[src/rtl/dpd_pack_stream.sv]
// Streams BCD digits in, groups them into triplets and emits IEEE 754-2008 densely packed declets.
// Optional digit-range flagging is enabled by defining DPD_PACK_CHECK_EN.
module dpd_pack_stream (
    input  logic       clk,
    input  logic       rst_n,
    input  logic       in_valid,
    input  logic [3:0] in_digit,
    input  logic       in_last,
    output logic       in_ready,
    output logic       out_valid,
    output logic [9:0] out_dpd,
    output logic       out_last,
    output logic       out_err,
    input  logic       out_ready
);

    typedef enum logic [1:0] {
        S0 = 2'd0,
        S1 = 2'd1,
        S2 = 2'd2
    } state_t;

    state_t     state_r;
    state_t     state_nxt_s;
    logic [3:0] d2_r;
    logic [3:0] d1_r;
    logic       closes_s;
    logic       in_ready_s;
    logic       accept_s;
    logic       load_s;
    logic [3:0] t2_s;
    logic [3:0] t1_s;
    logic [3:0] t0_s;
    logic [9:0] dpd_s;
    logic       err_s;
    logic       out_valid_r;
    logic [9:0] out_dpd_r;
    logic       out_last_r;
    logic       out_err_r;

    // Encodes hi/mid/lo digits (abcd/efgh/ijkm) into pqrstuvwxy, selected by the MSBs a, e, i.
    function automatic logic [9:0] dpd_encode(input logic [3:0] hi, input logic [3:0] mid,
                                              input logic [3:0] lo);
        logic [9:0] r;
        case ({hi[3], mid[3], lo[3]})
            3'b000:  r = {hi[2:0], mid[2:0], 1'b0, lo[2:0]};
            3'b001:  r = {hi[2:0], mid[2:0], 3'b100, lo[0]};
            3'b010:  r = {hi[2:0], lo[2:1], mid[0], 3'b101, lo[0]};
            3'b100:  r = {lo[2:1], hi[0], mid[2:0], 3'b110, lo[0]};
            3'b110:  r = {lo[2:1], hi[0], 2'b00, mid[0], 3'b111, lo[0]};
            3'b101:  r = {mid[2:1], hi[0], 2'b01, mid[0], 3'b111, lo[0]};
            3'b011:  r = {hi[2:0], 2'b10, mid[0], 3'b111, lo[0]};
            3'b111:  r = {2'b00, hi[0], 2'b11, mid[0], 3'b111, lo[0]};
            default: r = 10'd0;
        endcase
        return r;
    endfunction

`ifdef DPD_PACK_CHECK_EN
    // A 4-bit code above 9 has its MSB set together with either middle bit.
    function automatic logic digit_bad(input logic [3:0] dg);
        return dg[3] & (dg[2] | dg[1]);
    endfunction
`endif

    // Handshake: only a completing digit can be blocked, and only by a stalled output register.
    always_comb begin
        closes_s   = (state_r == S2) | in_last;
        in_ready_s = ~(closes_s & out_valid_r & ~out_ready);
        accept_s   = in_valid & in_ready_s;
        load_s     = accept_s & closes_s;
    end

    // Assemble the triplet seen by the encoder; short groups pad the lower digits with zero.
    always_comb begin
        t2_s = 4'd0;
        t1_s = 4'd0;
        t0_s = 4'd0;
        case (state_r)
            S0: begin
                t2_s = in_digit;
            end
            S1: begin
                t2_s = d2_r;
                t1_s = in_digit;
            end
            S2: begin
                t2_s = d2_r;
                t1_s = d1_r;
                t0_s = in_digit;
            end
            default: begin
                t2_s = 4'd0;
            end
        endcase
        dpd_s = dpd_encode(t2_s, t1_s, t0_s);
`ifdef DPD_PACK_CHECK_EN
        err_s = digit_bad(t2_s) | digit_bad(t1_s) | digit_bad(t0_s);
`else
        err_s = 1'b0;
`endif
    end

    // Digit counter state register.
    always_ff @(posedge clk or negedge rst_n) begin
        if (!rst_n) begin
            state_r <= S0;
        end else begin
            state_r <= state_nxt_s;
        end
    end

    // Digit counter next state: a group end returns to S0 from anywhere.
    always_comb begin
        state_nxt_s = state_r;
        if (accept_s) begin
            if (closes_s) begin
                state_nxt_s = S0;
            end else begin
                case (state_r)
                    S0:      state_nxt_s = S1;
                    S1:      state_nxt_s = S2;
                    default: state_nxt_s = S0;
                endcase
            end
        end else begin
            state_nxt_s = state_r;
        end
    end

    // Held upper digits of the triplet in progress.
    always_ff @(posedge clk or negedge rst_n) begin
        if (!rst_n) begin
            d2_r <= 4'd0;
            d1_r <= 4'd0;
        end else if (accept_s && !closes_s) begin
            case (state_r)
                S0:      d2_r <= in_digit;
                S1:      d1_r <= in_digit;
                default: d2_r <= d2_r;
            endcase
        end else begin
            d2_r <= d2_r;
            d1_r <= d1_r;
        end
    end

    // Single-entry output register; a load in the same cycle as a drain keeps it full.
    always_ff @(posedge clk or negedge rst_n) begin
        if (!rst_n) begin
            out_valid_r <= 1'b0;
            out_dpd_r   <= 10'd0;
            out_last_r  <= 1'b0;
            out_err_r   <= 1'b0;
        end else if (load_s) begin
            out_valid_r <= 1'b1;
            out_dpd_r   <= dpd_s;
            out_last_r  <= in_last;
            out_err_r   <= err_s;
        end else if (out_ready) begin
            out_valid_r <= 1'b0;
        end else begin
            out_valid_r <= out_valid_r;
        end
    end

    assign in_ready  = in_ready_s;
    assign out_valid = out_valid_r;
    assign out_dpd   = out_dpd_r;
    assign out_last  = out_last_r;
`ifdef DPD_PACK_CHECK_EN
    assign out_err   = out_err_r;
`else
    assign out_err   = 1'b0;
`endif

endmodule

[config.mk]
export PLATFORM = sky130hd
export DESIGN_NAME = dpd_pack_stream
export DESIGN_NICKNAME = d
export VERILOG_FILES = /design/src/rtl/dpd_pack_stream.sv
export SDC_FILE = /design/constraint.sdc
export NUM_CORES = 1
export LEC_CHECK = 0
export BUFFER_PORTS_ARGS = -buffer_cell sky130_fd_sc_hd__buf_2
export CAP_MARGIN = 20
export CORE_MARGIN = 2
export CORE_UTILIZATION = 40
export CTS_BUF_LIST = sky130_fd_sc_hd__clkbuf_2
export DETAILED_ROUTE_END_ITERATION = 7
export GPL_TIMING_DRIVEN = 0
export PLACE_DENSITY_LB_ADDON = 0.3
export SYNTH_ARGS = -nofsm -noshare
export SYNTH_HDL_FRONTEND = slang
export SYNTH_SLANG_ARGS = --single-unit
export TNS_END_PERCENT = 10
[constraint.sdc]
create_clock -name clk -period 1.7 [get_ports clk]
set_input_delay 0.085 -clock clk [delete_from_list [all_inputs] [get_ports clk]]
set_output_delay 0.085 -clock clk [all_outputs]
set_load 0.02 [all_outputs]
==> results of run 1 <==
-- final cells by class --
class,count,area (µm²)
inverters,3,11.3
clock buffers,3,15.0
well taps,31,38.8
clock inverters,1,3.75
repair buffers,28,168
plain buffers,7,52.6
multi-input cells,82,613
fillers,265,1350
flip-flops and latches,22,551
-- cells in the final DEF, fill, tap and decap left out, drive strengths merged, types with 2 or more instances in the layout --
master and instances:
o21ai 4, nor3 2, nand2 9, inv 3, and3 2, a31oi 4, a21o 2, a22o 3
o31ai 2, nor2 11, clkbuf 3, dfrtp 22, buf 32, a22oi 5, a21oi 3, ha 4
nor2b 4, mux2i 4, dlygate4sd3 3, a32oi 2, mux2 8
-- flip-flops by register name, indices dropped and copies added, names as in the netlist --
register / flops
out_dpd: 10
d1_r: 4
d2_r: 4
state_r: 2
out_last: 1
out_valid: 1
-- report_power, final --
part | switching (mW) | internal (mW)
Clock | 0.167 | 0.0511
Sequential | 0.119 | 0.704
Combinational | 0.454 | 0.368
Total | 0.741 | 1.12
-- logic make-up (layout without fill, tap and decap cells) --
group,Yosys count,count (layout),synth area share
AOI/OAI and AO/OA,31,31,0.186
buffers and inverters,10,42,0.0461
adders and majority gates,4,4,0.0419
muxes,12,12,0.109
other,1,1,0.00314
DFF,22,22,0.461
and+or+nand+nor,34,34,0.153
-- repair_timing --
action / in CTS / in global routing
pin swaps: 2 / 3
resized for setup: 7 / 5
hold buffers: 2 / 1
endpoints found under the hold margin: 23 / 1
endpoints found under the setup margin: 15 / 13
setup buffers: 4 / 0
-- worst register-to-register path, delay by kind of cell (launching register included) --
| kind | cells | cell delay (ns) |
|---|---|---|
| flops | 1 | 0.44 |
| buf+inv | 1 | 0.10 |
| compound gates | 3 | 0.59 |
| fa+ha+maj | 1 | 0.24 |
| simple gates | 1 | 0.26 |
-- layer usage --
layer / vias up / wire length, µm / global-route usage
met4: 0 / 40 / 0.0714
met5: - / 0 / 0
met3: 5 / 89 / 0.0396
met1: 448 / 1180 / 0.219
met2: 21 / 1290 / 0.281
li1: 479 / - / -
-- worst max path at each step --
| stage | depth (start not counted) | to |
|---|---|---|
| 6_report | 6 | out_dpd[8] |
| 5_1_grt | 7 | out_dpd[8] |
| 4_1_cts | 6 | out_dpd[8] |
| 3_5_place_dp | 7 | out_dpd[8] |
| 3_3_place_gp | 7 | out_dpd[9] |
| 2_1_floorplan | 6 | state_r[0] |
==> metrics.txt, run 1 <==
FF-to-FF path depth 6; synthesis-stage register bit count 22; Initial Utilization 0.426; worst path arrival time 1.96 ns; Crit. End Element register; Synthesis Warnings 0; area delta synth->final 21.6%; TritonCTS Buffers 3; clock sinks 22; DP HPWL 1.90 mm; drt wl/cell 14.7 µm; antenna violations before repair 0; clk_skew 0.00847 ns; Fin. Hold Viols 0; Port Buf Inserts 21; setup ws final -0.00824 ns; CTS tree yes; die height 58.7 µm; type of the worst setup path register to register; Placed Instances 166; fin crit share 1.00; Placer Congestion 0.847; peak supply drop 0.000484 V; total grt overflow 0; CP Cell Sequence inv_1, ha_2, and4bb_2, a31o_2, a32oi_1, a21oi_1; Post-synth EDFFs 0; largest net degree at the start of global routing 23; drt total wl 2.60 mm; CP bufs+invs 1; drt initial violations 43; most common cell in the netlist dfrtp_1; Synth area leader dfrtp_1; Startpoint Class register; RSZ-0062 raised after global routing yes; DP Worst Slack -0.139 ns; Slowest-stage cell, CP dfrtp_1; Final ANT Viol Nets 0; area share of the largest cell type after synthesis 0.461; maximum clock insertion buffer count 2; min Tclk post-route 1.71 ns; hold slack 0.0234 ns; Worst Hold Endpoint out_last; top_reg_cell synth dfrtp_1; hold_sp in_last; Placed Area 0.00134 mm²; Reg2Reg Setup Slack -0.008 ns; core region area 0.00281 mm²; drc violations 3; failing checks design-rule violations, negative setup slack; power density over the cells 1280 mW/mm²; synth top area cells dfrtp_1, mux2_2, ha_1; vias per std cell 5.38; FF-to-FF Start state_r[1]; Gate Count Post-Synth 114; Layout Nets 160; critical path launch point state_r[1]; Worst path max stage delay 0.44 ns; Non-Filler Instances 177; Top Ports 23; die width 58.7 µm; max_cap viols 0; FP Rows 19; Post-synth top cells dfrtp_1, nor2_1, nand2_1; DR pass1 iterations 7; LEAKAGE 0.675 nW; Max H-tree Level 1; Net Count, Synth 127; count of pins over their slew limit 0; # diodes 0; clk slew on worst S/H paths 0.20 ns; share of layout cells above drive strength 1 0.363; Post-Syn Area 0.00119 mm²; r2r endpoint out_dpd[8]; FMAX 585 MHz; gr usage total 0.172; first-pass GRT wire length 4.41 mm; post-synth cell types 37; setup tns final -0.00824 ns; register area share after synthesis 0.461; worst-path maximum fanout 6; Core Util, Final 0.518; design area 0.00145 mm²; delay-heaviest family, CP compound AO/OA/AOI/OAI gates; HP Class input port to register; hold path depth 2; Tot Pwr 1.86 mW; Mapped Avg Cell Area 10.5 µm²; status complete, but fails checks; die area 0.00344 mm²; vias in the first global route 953; vias post-DR 953; clock root cell clkbuf_2; later-pin clock latency in the skew report 0.35 ns; asr flop ratio synth 1.00; # setup viols final 1; Req. time, crit path 1.96 ns
Power figures use the tool's default switching activity.
==> inputs of run 2 (changes only) <==
--- a/config.mk
+++ b/config.mk
@@ -6,4 +6,5 @@
 export NUM_CORES = 1
 export LEC_CHECK = 0
+export ABC_CLOCK_PERIOD_IN_PS = 1700
 export BUFFER_PORTS_ARGS = -buffer_cell sky130_fd_sc_hd__buf_2
 export CAP_MARGIN = 20
@@ -14,4 +15,5 @@
 export GPL_TIMING_DRIVEN = 0
 export PLACE_DENSITY_LB_ADDON = 0.3
+export REMOVE_ABC_BUFFERS = 1
 export SYNTH_ARGS = -nofsm -noshare
 export SYNTH_HDL_FRONTEND = slang
==> constraint.sdc (replaced) <==
create_clock -name clk -period 1.7 [get_ports clk]
set_input_delay 0 -clock clk [delete_from_list [all_inputs] [get_ports clk]]
set_output_delay 0 -clock clk [all_outputs]
set_load 0.02 [all_outputs]
==> run 2 against run 1 <==
- combinational power rose by 3.2%
- non-clock buffer count rose by 4
- fmax down 1.1%
- critical path depth up 1
- first-iteration DRC count down 56%
- clock skew is 0.0023 ns lower
- worst setup slack got worse by 0.019 ns
- the run still ends with design-rule violations, negative setup slack left
- sequential power increased by 0.6%
- largest cell class unchanged
- final cell count is 1.7% higher
==> metrics.txt, run 2 (same netlist as run 1, synthesis figures left out) <==
Max H-tree Level 1 (unchanged); Placer Congestion 0.843 (-0.54%); Layout Nets 164 (+2.5%); core region area 0.00281 mm² (unchanged); vias in the first global route 977 (+2.5%); drt initial violations 19 (-56%); setup tns final -0.0274 ns (-0.0192 ns); max_cap viols 0 (unchanged); max reg flops 10 (unchanged); share of layout cells above drive strength 1 0.389 (+0.0262); Slowest-stage cell, CP dfrtp_1; DP HPWL 1.85 mm (-2.6%); drc violations 2 (-1); CTS tree yes; peak supply drop 0.000446 V (-7.9%); gr usage total 0.163 (-0.00908); antenna violations before repair 0 (unchanged); worst-path maximum fanout 6 (unchanged); # diodes 0 (unchanged); Fin. Hold Viols 0 (unchanged); DP Worst Slack -0.477 ns (-0.339 ns); TritonCTS Buffers 3 (unchanged); vias per std cell 5.58 (+3.7%); type of the worst setup path register to register; failing checks design-rule violations, negative setup slack; HP Class input port to register; Initial Utilization 0.426 (unchanged); Tot Pwr 1.88 mW (+0.59%); total grt overflow 0 (unchanged); count of pins over their slew limit 0 (unchanged); later-pin clock latency in the skew report 0.32 ns (-0.03 ns); die height 58.7 µm (unchanged); FP Rows 19 (unchanged); first-pass GRT wire length 4.32 mm (-2.0%); Startpoint Class register; power density over the cells 1240 mW/mm² (-3.6%); drt wl/cell 14.6 µm (-0.42%); die width 58.7 µm (unchanged); largest net degree at the start of global routing 23 (unchanged); worst-margin pin slew 0.504 ns; CP Cell Sequence inv_2, ha_4, buf_4, and4bb_2, a31o_2, a32oi_1, a21oi_1; maximum clock insertion buffer count 2 (unchanged); clock sinks 22 (unchanged); CP bufs+invs 2 (+1); vias post-DR 1005 (+5.5%); DR pass1 iterations 6 (-1); die area 0.00344 mm² (unchanged); LEAKAGE 0.686 nW (+1.7%); design area 0.00152 mm² (+4.4%); Port Buf Inserts 21 (unchanged); FMAX 579 MHz (-1.1%); # setup viols final 1 (unchanged); RSZ-0062 raised after global routing yes; status complete, but fails checks; min Tclk post-route 1.73 ns (+0.0192 ns); drt total wl 2.63 mm (+1.3%); Final ANT Viol Nets 0 (unchanged); Top Ports 23 (unchanged); clk_skew 0.00621 ns (-0.00226 ns); most frequent cells in the layout dfrtp_1, buf_2, buf_4; clock root cell clkbuf_2; worst path arrival time 1.95 ns (about the same); Req. time, crit path 1.93 ns (-0.03 ns); delay-heaviest family, CP compound AO/OA/AOI/OAI gates; Slew HR 0.664; Worst path max stage delay 0.46 ns (+0.02 ns); area delta synth->final 26.9%; fin crit share 1.02 (+0.0113); Crit. End Element register; Placed Area 0.00129 mm² (-3.3%); setup ws final -0.0274 ns (-0.0192 ns); clk slew on worst S/H paths 0.20 ns (about the same)
## run 2: timing repair
action                                  4_1_cts  5_1_grt
resized for setup                             8        9
hold buffers                                  7        0
pin swaps                                     2        0
buffers inserted                             10        1
endpoints found under the hold margin        31        0
endpoints found under the setup margin       22       15
## run 2: final cells by class
class / instances / area (µm²)
multi-input cells: 82 / 642
inverters: 3 / 11.3
fillers: 245 / 1290
clock buffers: 3 / 15.0
flip-flops and latches: 22 / 552
repair buffers: 39 / 258
well taps: 31 / 38.8
## run 2: where the power goes
part	leakage (nW)	internal [mW]	total (mW)	switching (mW)
registers	0.265	0.704	0.828	0.123
logic	0.409	0.392	0.849	0.456
clock network	0.0125	0.0481	0.199	0.150
total	0.686	1.14	1.88	0.730
## run 2: through the flow
stage          instances  hold WS (ns)   util
2_1_floorplan        107        -0.296      -
5_1_grt              180        0.0697  0.541
6_report             180        0.0867  0.541
4_1_cts              179        0.0517  0.531
3_5_place_dp         159      -0.00461  0.462
3_3_place_gp         159      -0.00992  0.462
## run 2: worst reg2reg max path, cell delays in order, from the launching register on
cell and delay [ns]:
dfrtp_1 0.46, inv_2 0.09, ha_4 0.18, buf_4 0.15, and4bb_2 0.23, a31o_2 0.24, a32oi_1 0.20, a21oi_1 0.09
## run 2: layer usage
layer / vias to the layer above / track usage / wire, µm
met2: 22 / 0.271 / 1300
met1: 491 / 0.217 / 1200
met5: - / 0 / 0
met3: 4 / 0.0264 / 89
li1: 488 / - / -
met4: 0 / 0.0519 / 42
## run 2: final timing paths
| path | from | endpoint | slack, ns | cells past startpoint |
|---|---|---|---|---|
| max | state_r[0] | out_dpd[8] | -0.03 | 7 |
| min | in_digit[3] | out_dpd[3] | 0.09 | 3 |
| max reg2reg | state_r[0] | out_dpd[8] | -0.03 | 7 |
| min reg2reg | out_dpd[7] | out_dpd[7] | 0.50 | 2 |
| max in group asynchronous | rst_n | state_r[1] | 1.20 | 2 |
| min in group asynchronous | rst_n | d1_r[1] | 0.14 | 2 |
==> inputs of run 3 (changes only) <==
- SKIP_LAST_GASP: default -> 1
==> run 3 against run 2 <==
- the run ends with design-rule violations left
- via count increased by 0.30%
- combinational power increased by 3.4%
- design area increased by 1.4%
- clock power about the same
- die area unchanged
- first-iteration DRC count decreased by 11%
- clock skew increased by 0.0028 ns
- non-clock buffer count increased by 2
- fmax increased by 3.0%
- hold slack improved by 0.0083 ns
- critical path depth unchanged
- critical path type unchanged
- largest cell class unchanged
- highest routed layer unchanged
==> metrics.txt, run 3 (same netlist as run 1, synthesis figures left out) <==
status complete, but fails checks; failing checks design-rule violations; worst-margin pin slew 0.502 ns (-0.00135 ns); die height 58.7 µm (unchanged); area delta synth->final 28.7%; worst-path maximum fanout 6 (unchanged); part of the power in registers 0.434 (-0.007); sw power 0.740 mW (+1.4%); fillers 248 (+1.2%); vias per std cell 5.54 (-0.80%); LEAKAGE 0.699 nW (+1.9%); Tot Pwr 1.90 mW (+1.5%); die width 58.7 µm (unchanged); combinational share of power 0.461 (+0.008); first-pass GRT wire length 4.32 mm (unchanged); fin crit share 0.986 (-0.0296); area of the multi-input gates 648 µm² (+0.97%); core region area 0.00281 mm² (unchanged); setup ws final 0.0230 ns (+0.0504 ns); FP Rows 19 (unchanged); worst path arrival time 1.90 ns (-0.05 ns); clk slew on worst S/H paths 0.20 ns (about the same); count of pins over their slew limit 0 (unchanged); design area 0.00154 mm² (+1.4%); drc violations 2 (unchanged); Top Ports 23 (unchanged); power density over the cells 1240 mW/mm² (+0.14%); Placed Area 0.00129 mm² (unchanged); setup tns final 0 ns (+0.0274 ns); drt wl/cell 14.7 µm (+0.44%); DR pass1 iterations 7 (+1); Placer Congestion 0.843 (unchanged); Crit. End Element register; Port Buf Inserts 21 (unchanged); Fin. Hold Viols 0 (unchanged); Req. time, crit path 1.92 ns (about the same); max_cap viols 0 (unchanged); DP HPWL 1.85 mm (unchanged); Sw Ratio 0.389 (-0.000606); Startpoint Class register; vias post-DR 1008 (+0.30%); RSZ-0062 raised after global routing yes; most frequent cells in the layout dfrtp_1, buf_2, buf_4; vias in the first global route 977 (unchanged); FMAX 596 MHz (+3.0%); Clk pwr share 0.104 (-0.002); drt total wl 2.67 mm (+1.6%); Non-Filler Instances 182 (+1.1%); die area 0.00344 mm² (unchanged); peak supply drop 0.000498 V (+12%); Pint 1.16 mW (+1.6%); total grt overflow 0 (unchanged); # diodes 0 (unchanged); Layout Nets 166 (+1.2%); share of layout cells above drive strength 1 0.397 (+0.00809); Final ANT Viol Nets 0 (unchanged); max reg flops 10 (unchanged); Max H-tree Level 1 (unchanged); later-pin clock latency in the skew report 0.32 ns (about the same); FF/Latch Area 552 µm² (unchanged); DP Worst Slack -0.477 ns (unchanged); antenna violations before repair 0 (unchanged); largest net degree at the start of global routing 23 (unchanged); Slew HR 0.665 (+0.000900); drt initial violations 17 (-2); type of the worst setup path register to register; min Tclk post-route 1.68 ns (-0.0504 ns); # setup viols final 0 (-1); clock root cell clkbuf_2; maximum clock insertion buffer count 2 (unchanged); gr usage total 0.163 (unchanged); TritonCTS Buffers 3 (unchanged); hold slack 0.0950 ns (+0.00829 ns); Placed Instances 159 (unchanged); clk_skew 0.00901 ns (+0.00280 ns); CTS tree yes; Core Util, Final 0.548 (+0.00758); clock sinks 22 (unchanged); Initial Utilization 0.426 (unchanged); HP Class input port to register
run 3: cell count changes in the layout (fill, tap and decap cells not counted), sizes merged:
cell / previous run / this run
buf: 32 / 34
run 3: layout make-up:
cell class | instances | area share
Multi-Input combinational cell | 82 | 0.421
Clock buffer | 3 | 0.00976
Tap cell | 31 | 0.0252
Sequential cell | 22 | 0.359
Timing Repair Buffer | 41 | 0.177
Inverter | 3 | 0.00732
run 3: final timing paths:
kind                             start         end  slack, ns  cells after the start
setup / recovery            state_r[0]  out_dpd[8]       0.02                      7
hold / removal             in_digit[3]  out_dpd[3]       0.09                      3
setup reg to reg            state_r[0]  out_dpd[8]       0.02                      7
hold reg to reg             out_dpd[7]  out_dpd[7]       0.50                      2
max in group asynchronous        rst_n  state_r[1]       1.20                      2
min in group asynchronous        rst_n     d1_r[1]       0.14                      2
run 3: timing repair:
item	in CTS	in global routing
pin swaps	2	2
setup buffers	10	3
setup endpoints to repair	22	16
resized for setup	5	12
hold buffers	7	0
endpoints found under the hold margin	31	0
run 3: per-layer routing:
layer / vias to the layer above / wire length [µm] / track usage
met5: - / 0 / 0
met2: 21 / 1320 / 0.271
met3: 4 / 75 / 0.0264
met1: 493 / 1230 / 0.217
li1: 490 / - / -
met4: 0 / 43 / 0.0519
run 3: critical path, cell delays in order, from the launching register on:
cell and delay [ns]:
dfrtp_1 0.43, inv_2 0.08, ha_4 0.18, buf_4 0.15, and4bb_2 0.23, a31o_2 0.24
a32oi_1 0.18, a21oi_1 0.09
run 3: power groups by stage:
stage                     Clock (mW)  Sequential (mW)  Combinational [mW]
final                          0.199            0.827               0.878
after global routing           0.232            0.854               0.953
after CTS                      0.209            0.817               0.825
after detailed placement           0            0.828               0.727
after global placement             0            0.819               0.709
after floorplan                    0            0.915               0.413
